### src/rtl/pipe_ctrl_if.sv
// Pipeline control bus between the core datapath and pipe_ctrl.
//   master: the datapath side. It drives the stall/flush requests and the multi-cycle op
//           start/len/cancel signals, and it receives the stall vector and status.
//   slave : the controller (pipe_ctrl).
interface pipe_ctrl_if #(
    parameter int unsigned CNT_W  = 6,
    parameter int unsigned STAT_W = 32
);
    logic              stallreq_id;
    logic              stallreq_ex;
    logic              ex_mcyc_start;
    logic [CNT_W-1:0]  ex_mcyc_len;
    logic              ex_mcyc_cancel;
    logic              flush_req;
    logic [5:0]        stall;
    logic              flush;
    logic              mcyc_busy;
    logic [CNT_W-1:0]  mcyc_cnt;
    logic              mcyc_done;
    logic [STAT_W-1:0] stall_cycles;

    modport master (
        output stallreq_id, stallreq_ex, ex_mcyc_start, ex_mcyc_len, ex_mcyc_cancel, flush_req,
        input  stall, flush, mcyc_busy, mcyc_cnt, mcyc_done, stall_cycles
    );

    modport slave (
        input  stallreq_id, stallreq_ex, ex_mcyc_start, ex_mcyc_len, ex_mcyc_cancel, flush_req,
        output stall, flush, mcyc_busy, mcyc_cnt, mcyc_done, stall_cycles
    );
endinterface

### src/rtl/pipe_ctrl.sv
// pipe_ctrl: stall/flush controller for the 5-stage core.
//   It merges the ID and EX stall requests and sequences multi-cycle EX ops (div, madd/msub)
//   with a down-counter FSM. While an op runs, PC..EX are frozen and MEM/WB keep draining.
//   flush_req clears every pipeline register and aborts any op that is in flight.
// Ports:
//   clk  - clock, all state changes on the rising edge
//   rst  - asynchronous reset, active low
//   bus  - pipe_ctrl_if.slave. Requests come in from the datapath; the controller drives
//          stall[5:0] (PC,IF,ID,EX,MEM,WB), flush, mcyc_busy, mcyc_cnt, mcyc_done and
//          stall_cycles.
// Build option: define PIPE_STALL_STAT_EN to enable the saturating stall-cycle counter.
//   When the macro is not defined, stall_cycles is tied to zero.
module pipe_ctrl #(
    parameter int unsigned MCYC_MAX = 34,
    parameter int unsigned CNT_W    = 6,
    parameter int unsigned STAT_W   = 32
) (
    input  logic       clk,
    input  logic       rst,
    pipe_ctrl_if.slave bus
);
    localparam logic [1:0] ST_IDLE = 2'd0;
    localparam logic [1:0] ST_BUSY = 2'd1;
    localparam logic [1:0] ST_DONE = 2'd2;

    localparam logic [5:0] STALL_NONE = 6'b000000;
    localparam logic [5:0] STALL_ID   = 6'b000111;
    localparam logic [5:0] STALL_EX   = 6'b001111;

    localparam logic [CNT_W-1:0] MAX_LEN = CNT_W'(MCYC_MAX);

    logic [1:0]       state_q, state_d;
    logic [CNT_W-1:0] cnt_q, cnt_d;
    logic             busy_q, done_q;
    logic             start_ok_c;
    logic [CNT_W-1:0] len_eff_c;
    logic [5:0]       stall_c;
    logic             flush_c;

    // Accept only lengths of 2 or more. Longer requests are clamped to MCYC_MAX.
    always_comb begin
        start_ok_c = bus.ex_mcyc_start && (bus.ex_mcyc_len >= CNT_W'(2));
        len_eff_c  = (bus.ex_mcyc_len > MAX_LEN) ? MAX_LEN : bus.ex_mcyc_len;
    end

    // Next-state logic. mcyc_cnt holds the cycles remaining and reads 1 in the DONE cycle.
    always_comb begin
        state_d = state_q;
        cnt_d   = cnt_q;
        if (bus.flush_req) begin
            state_d = ST_IDLE;
            cnt_d   = '0;
        end else begin
            case (state_q)
                ST_IDLE, ST_DONE: begin
                    if (start_ok_c) begin
                        cnt_d   = len_eff_c - CNT_W'(1);
                        // A 2-cycle op has no BUSY cycle; its result is valid in the next cycle.
                        state_d = (len_eff_c == CNT_W'(2)) ? ST_DONE : ST_BUSY;
                    end else begin
                        state_d = ST_IDLE;
                        cnt_d   = '0;
                    end
                end
                ST_BUSY: begin
                    if (bus.ex_mcyc_cancel) begin
                        state_d = ST_IDLE;
                        cnt_d   = '0;
                    end else begin
                        cnt_d = cnt_q - CNT_W'(1);
                        if (cnt_q == CNT_W'(2)) begin
                            state_d = ST_DONE;
                        end
                    end
                end
                default: begin
                    state_d = ST_IDLE;
                    cnt_d   = '0;
                end
            endcase
        end
    end

    // State and status registers
    always_ff @(posedge clk or negedge rst) begin
        if (!rst) begin
            state_q <= ST_IDLE;
            cnt_q   <= '0;
            busy_q  <= 1'b0;
            done_q  <= 1'b0;
        end else begin
            state_q <= state_d;
            cnt_q   <= cnt_d;
            busy_q  <= (state_d == ST_BUSY);
            done_q  <= (state_d == ST_DONE);
        end
    end

    // Stall vector and flush, in priority order. Both are forced low while reset is asserted.
    always_comb begin
        stall_c = STALL_NONE;
        flush_c = 1'b0;
        if (rst) begin
            if (bus.flush_req) begin
                flush_c = 1'b1;
            end else if (start_ok_c || (state_q == ST_BUSY) || bus.stallreq_ex) begin
                stall_c = STALL_EX;
            end else if (bus.stallreq_id) begin
                stall_c = STALL_ID;
            end
        end
    end

    assign bus.stall     = stall_c;
    assign bus.flush     = flush_c;
    assign bus.mcyc_busy = busy_q;
    assign bus.mcyc_cnt  = cnt_q;
    assign bus.mcyc_done = done_q;

`ifdef PIPE_STALL_STAT_EN
    logic [STAT_W-1:0] stat_q;

    // Saturating count of cycles in which any stage is held
    always_ff @(posedge clk or negedge rst) begin
        if (!rst) begin
            stat_q <= '0;
        end else if ((stall_c != STALL_NONE) && (stat_q != {STAT_W{1'b1}})) begin
            stat_q <= stat_q + STAT_W'(1);
        end
    end

    assign bus.stall_cycles = stat_q;
`else
    assign bus.stall_cycles = STAT_W'(0);
`endif

endmodule

### src/flat_wrapper.sv
// flat-port wrapper written by rule: the top's interface ports become plain ports
module pipe_ctrl_flat 
#(
    parameter int unsigned MCYC_MAX = 34,
    parameter int unsigned CNT_W    = 6,
    parameter int unsigned STAT_W   = 32
)
  (clk, rst, bus_stallreq_id, bus_stallreq_ex, bus_ex_mcyc_start, bus_ex_mcyc_len, bus_ex_mcyc_cancel, bus_flush_req, bus_stall, bus_flush, bus_mcyc_busy, bus_mcyc_cnt, bus_mcyc_done, bus_stall_cycles);
  pipe_ctrl_if #(.CNT_W(CNT_W), .STAT_W(STAT_W)) bus_i ();
  input  logic clk;
  input  logic rst;
  input wire logic [$bits(bus_i.stallreq_id)-1:0] bus_stallreq_id;
  input wire logic [$bits(bus_i.stallreq_ex)-1:0] bus_stallreq_ex;
  input wire logic [$bits(bus_i.ex_mcyc_start)-1:0] bus_ex_mcyc_start;
  input wire logic [$bits(bus_i.ex_mcyc_len)-1:0] bus_ex_mcyc_len;
  input wire logic [$bits(bus_i.ex_mcyc_cancel)-1:0] bus_ex_mcyc_cancel;
  input wire logic [$bits(bus_i.flush_req)-1:0] bus_flush_req;
  output wire logic [$bits(bus_i.stall)-1:0] bus_stall;
  output wire logic [$bits(bus_i.flush)-1:0] bus_flush;
  output wire logic [$bits(bus_i.mcyc_busy)-1:0] bus_mcyc_busy;
  output wire logic [$bits(bus_i.mcyc_cnt)-1:0] bus_mcyc_cnt;
  output wire logic [$bits(bus_i.mcyc_done)-1:0] bus_mcyc_done;
  output wire logic [$bits(bus_i.stall_cycles)-1:0] bus_stall_cycles;
  assign bus_i.stallreq_id = bus_stallreq_id;
  assign bus_i.stallreq_ex = bus_stallreq_ex;
  assign bus_i.ex_mcyc_start = bus_ex_mcyc_start;
  assign bus_i.ex_mcyc_len = bus_ex_mcyc_len;
  assign bus_i.ex_mcyc_cancel = bus_ex_mcyc_cancel;
  assign bus_i.flush_req = bus_flush_req;
  assign bus_stall = bus_i.stall;
  assign bus_flush = bus_i.flush;
  assign bus_mcyc_busy = bus_i.mcyc_busy;
  assign bus_mcyc_cnt = bus_i.mcyc_cnt;
  assign bus_mcyc_done = bus_i.mcyc_done;
  assign bus_stall_cycles = bus_i.stall_cycles;
  pipe_ctrl #(.MCYC_MAX(MCYC_MAX), .CNT_W(CNT_W), .STAT_W(STAT_W)) u_core (.clk(clk), .rst(rst), .bus(bus_i));
endmodule
### config.mk
export PLATFORM = sky130hd
export DESIGN_NAME = pipe_ctrl_flat
export DESIGN_NICKNAME = d
export VERILOG_FILES = /design/src/rtl/pipe_ctrl_if.sv /design/src/rtl/pipe_ctrl.sv /design/src/flat_wrapper.sv
export SDC_FILE = /design/constraint.sdc
export NUM_CORES = 1
export LEC_CHECK = 0
export BUFFER_PORTS_ARGS = -buffer_cell sky130_fd_sc_hd__buf_4
export CORE_UTILIZATION = 42
export CTS_CLUSTER_DIAMETER = 100
export CTS_CLUSTER_SIZE = 12
export DETAILED_ROUTE_END_ITERATION = 16
export PLACE_DENSITY = 0.8
export SLEW_MARGIN = 20
export SYNTH_ARGS = -nofsm -noshare
export SYNTH_HDL_FRONTEND = slang
export SYNTH_SLANG_ARGS = --single-unit
### constraint.sdc
create_clock -name clk -period 1.78 [get_ports clk]
set_clock_uncertainty 0.05 [all_clocks]
set_input_delay 0.178 -clock clk [delete_from_list [all_inputs] [get_ports clk]]
set_output_delay 0.178 -clock clk [all_outputs]
set_load 0.02 [all_outputs]
==> metrics.md <==
| Metric | Value |
|---|---|
| Synth Flop Type | `dfrtp_1` |
| Crit Path Category | `in2out` |
| Post-CTS Setup Bufs | `0` |
| Pleak | `around 0.00054 uW` |
| Worst hold start | `bus_flush_req` |
| Core box area | `slightly above 2000 um2` |
| CP cell instances | `buf_4 > or3_4 > o31ai_2 > a21oi_1 > a31o_2 > buf_4` |
| TritonCTS Sinks | `10` |
| Slowest-stage cell, CP | `or3_4` |
| Cts bufs inserted | `3` |
| I/O Pins | `60` |
| Critical Path Source Type | `input port` |
| H-Tree Depth | `1` |
| Clock root buffer | `clkbuf_4` |
| Final instance area | `roughly 1000 um2` |
| Rows | `16` |
| Initial antenna violation count | `0` |
| First-pass GRT wire length | `~2.7 mm` |
| Die Ht | `between 40 and 50 um` |
| Clock slew at reported path FFs | `around 0.060 ns` |
| Synth top area share | `about 29%` |
| Max-slew violation count | `0` |
| Synth Register Bits | `10` |
| Number of synthesized flops with an enable pin | `0` |
| Worst-skew pair later-pin latency | `around 0.25 ns` |
| Cells after synthesis | `~110` |
| Tmin final | `roughly 1.7 ns` |
| R2R setup slack | `approximately 0.34 ns` |
| Largest net degree at the start of global routing | `14` |
| Most frequent cells after synthesis | `buf_4, dfrtp_1, a21oi_1` |
| First-pass iteration count of the detailed router | `4` |
| Worst EP required | `about 1.6 ns` |
| Syn Area/Cell | `~8.3 um2` |
| Starting DRT DRC Count | `25` |
| Largest cells by area after synthesis | `buf_4, dfrtp_1, ha_1` |
| Max VDD drop | `between 300 and 400 uV` |
| Nets | `approximately 160` |
| Arrival time at the worst endpoint | `between 1 and 1.5 ns` |
| # setup viols final | `0` |
| R2r startpoint | `u_core.bus.mcyc_cnt[0]$_DFF_PN0_` |
| CTS tree | `done` |
| Drt total wl | `1.647 mm` |
| Most numerous cell on the critical path | `buf_4` |
| Max Cap Viol | `0` |
| Layout cells sized above 1 | `around 24%` |
| Clock Tree Buf Depth | `2` |
| Hold depth | `4` |
| Wire length per cell | `~10 um` |
| Mapped Area | `just over 900 um2` |
| Total Neg Setup Slack | `0 ns` |
| Leading area contributor after synthesis | `buf_4` |
| Final Hold Fails | `0` |
| Port bufs | `25` |
| Max incr delay on CP | `~0.40 ns` |
| P per Cell Area | `618.5 nW/um2` |
| Vias per cell | `between 4 and 5` |
| DR vias | `between 700 and 800` |
| RR Endpoint | `u_core.bus.mcyc_cnt[4]$_DFF_PN0_` |
| Initial Util | `about 46%` |
| Die area | `2409 um2` |
| GR Overflow Total | `0` |
| Top-count cell post-synth | `buf_4` |
| Chip Width | `49.08 um` |
| DP Wirelength | `~1.4 mm` |
| Maximum clock rate | `between 0.5 and 0.6 GHz` |
| Routed Antenna Nets | `0` |
| Antenna cells | `0` |
| Seq/Total Area, Yosys | `26.88%` |
| Part of the cycle the worst path needs | `a little over nine tenths` |
| Netlist cell types | `33` |
| Worst Hold Class | `in2reg` |
| FF-to-FF path depth | `6` |
| RePlAce Congestion | `slightly below 0.8` |
| RSZ-0062 raised after global routing | `false` |
| Synth Warn # | `0` |
| Crit-path max FO | `4` |
| Critical path capture point type | `output port` |
| Hold Path End | `u_core.bus.mcyc_cnt[5]$_DFF_PN0_` |
| Status | `finished, final reports clean` |
| Number of global-route vias before repair | `670` |
| Placement Cell Area | `roughly 1000 um2` |
| Post-synthesis async set-or-reset flop share | `100.0%` |
| GRT Util Overall | `between 10% and 20%` |
| Drt drc | `0` |
| P&R area growth vs syn | `12.10%` |
[state kept, by name, summed over array words and instances (netlist names)]
signal / cells
u_core.bus.mcyc_cnt: 6
u_core.state_q: 2
u_core.bus.mcyc_busy: 1
u_core.bus.mcyc_done: 1
[what timing repair did]
action | in CTS | in global routing
resized for setup | 0 | 1
hold endpoints to repair | 10 | 0
endpoints found under the setup margin | 0 | 3
hold buffers | 1 | 0
[metrics by stage]
step	setup slack, ns	power [uW]	util (%)	hold slack [ns]	instances
2_1_floorplan	0.06155	490.0	-	-0.1676	145
3_3_place_gp	0.05552	501.3	49.75	-0.03009	160
3_5_place_dp	0.03022	504.3	49.75	-0.02623	160
4_1_cts	0.02596	651.0	51.36	0.1804	164
5_1_grt	0.005460	683.4	51.61	0.2087	164
6_report	0.09801	645.4	51.61	0.1850	164
[cells by family (layout without fill, tap and decap cells)]
group           Yosys count  count (layout)  synth area share [%]
other cells               1              34                0.4028
simple gates             29              29                 17.34
compound gates           20              20                 13.84
xor+xnor                  6               6                 5.645
buf+inv                  43              35                 31.86
flops                    10              10                 26.88
fa+ha+maj                 3               3                 4.033
[per-layer routing]
layer,vias up,track usage (%),share of wire (%)
met4,0,1.471,0
met3,0,5.296,8.0
met5,-,0,0
met2,38,26.48,51
met1,338,15.22,40
li1,359,-,-
[area by class of cell]
type	instances	area (um2)
fill	209	978.4
multi-input combinational	92	513.0
sequential	10	250.2
timing repair buffer	27	205.2
tap	27	33.78
clock buffer	3	22.52
inverter	5	18.77
[placed cells by master, fill, tap and decap left out]
master         count
a21oi_1            7
a22oi_1            2
a31o_2             1
a31oi_1            1
and2_1             1
and2b_1            1
buf_4             26
clkbuf_4           3
conb_1            34
dfrtp_1           10
dlygate4sd3_1      1
ha_1               3
inv_1              5
nand2_1            6
nand2b_1           2
nand3_1            2
nand3b_1           1
nor2_1             5
nor2b_1            1
nor3_1             3
nor3b_1            3
nor4_1             1
o21a_1             1
o21ai_0            1
o21ai_1            1
o22ai_1            3
o311a_2            1
o31ai_2            1
o41ai_1            1
or3_1              1
or3_4              1
or3b_1             1
xnor2_1            4
xor2_1             2
[worst max path at each step]
stage                       start      endpoint  slack, ns  cells after the start
6_report       bus_ex_mcyc_len[4]  bus_stall[2]        0.1                      6
4_1_cts        bus_ex_mcyc_len[4]  bus_stall[2]       0.03                      6
2_1_floorplan  bus_ex_mcyc_len[4]  bus_stall[1]       0.06                      5
5_1_grt        bus_ex_mcyc_len[4]  bus_stall[1]      0.005                      6
3_3_place_gp   bus_ex_mcyc_len[4]  bus_stall[0]       0.06                      6
3_5_place_dp   bus_ex_mcyc_len[4]  bus_stall[2]       0.03                      6
[report_power, final]
group | internal (uW) | switching [uW] | total (uW)
clock | 77.3 | 63.2 | 141
sequential | 240 | 11.9 | 252
combinational | 90.2 | 163 | 253
total | 408 | 238 | 645
[critical path, delay by kind of cell]
family / cells / cell delay (ns)
AOI/OAI and AO/OA: 3 / 0.60
and+or+nand+nor: 1 / 0.40
buffers and inverters: 2 / 0.28
(Power assumes the default switching activity.)
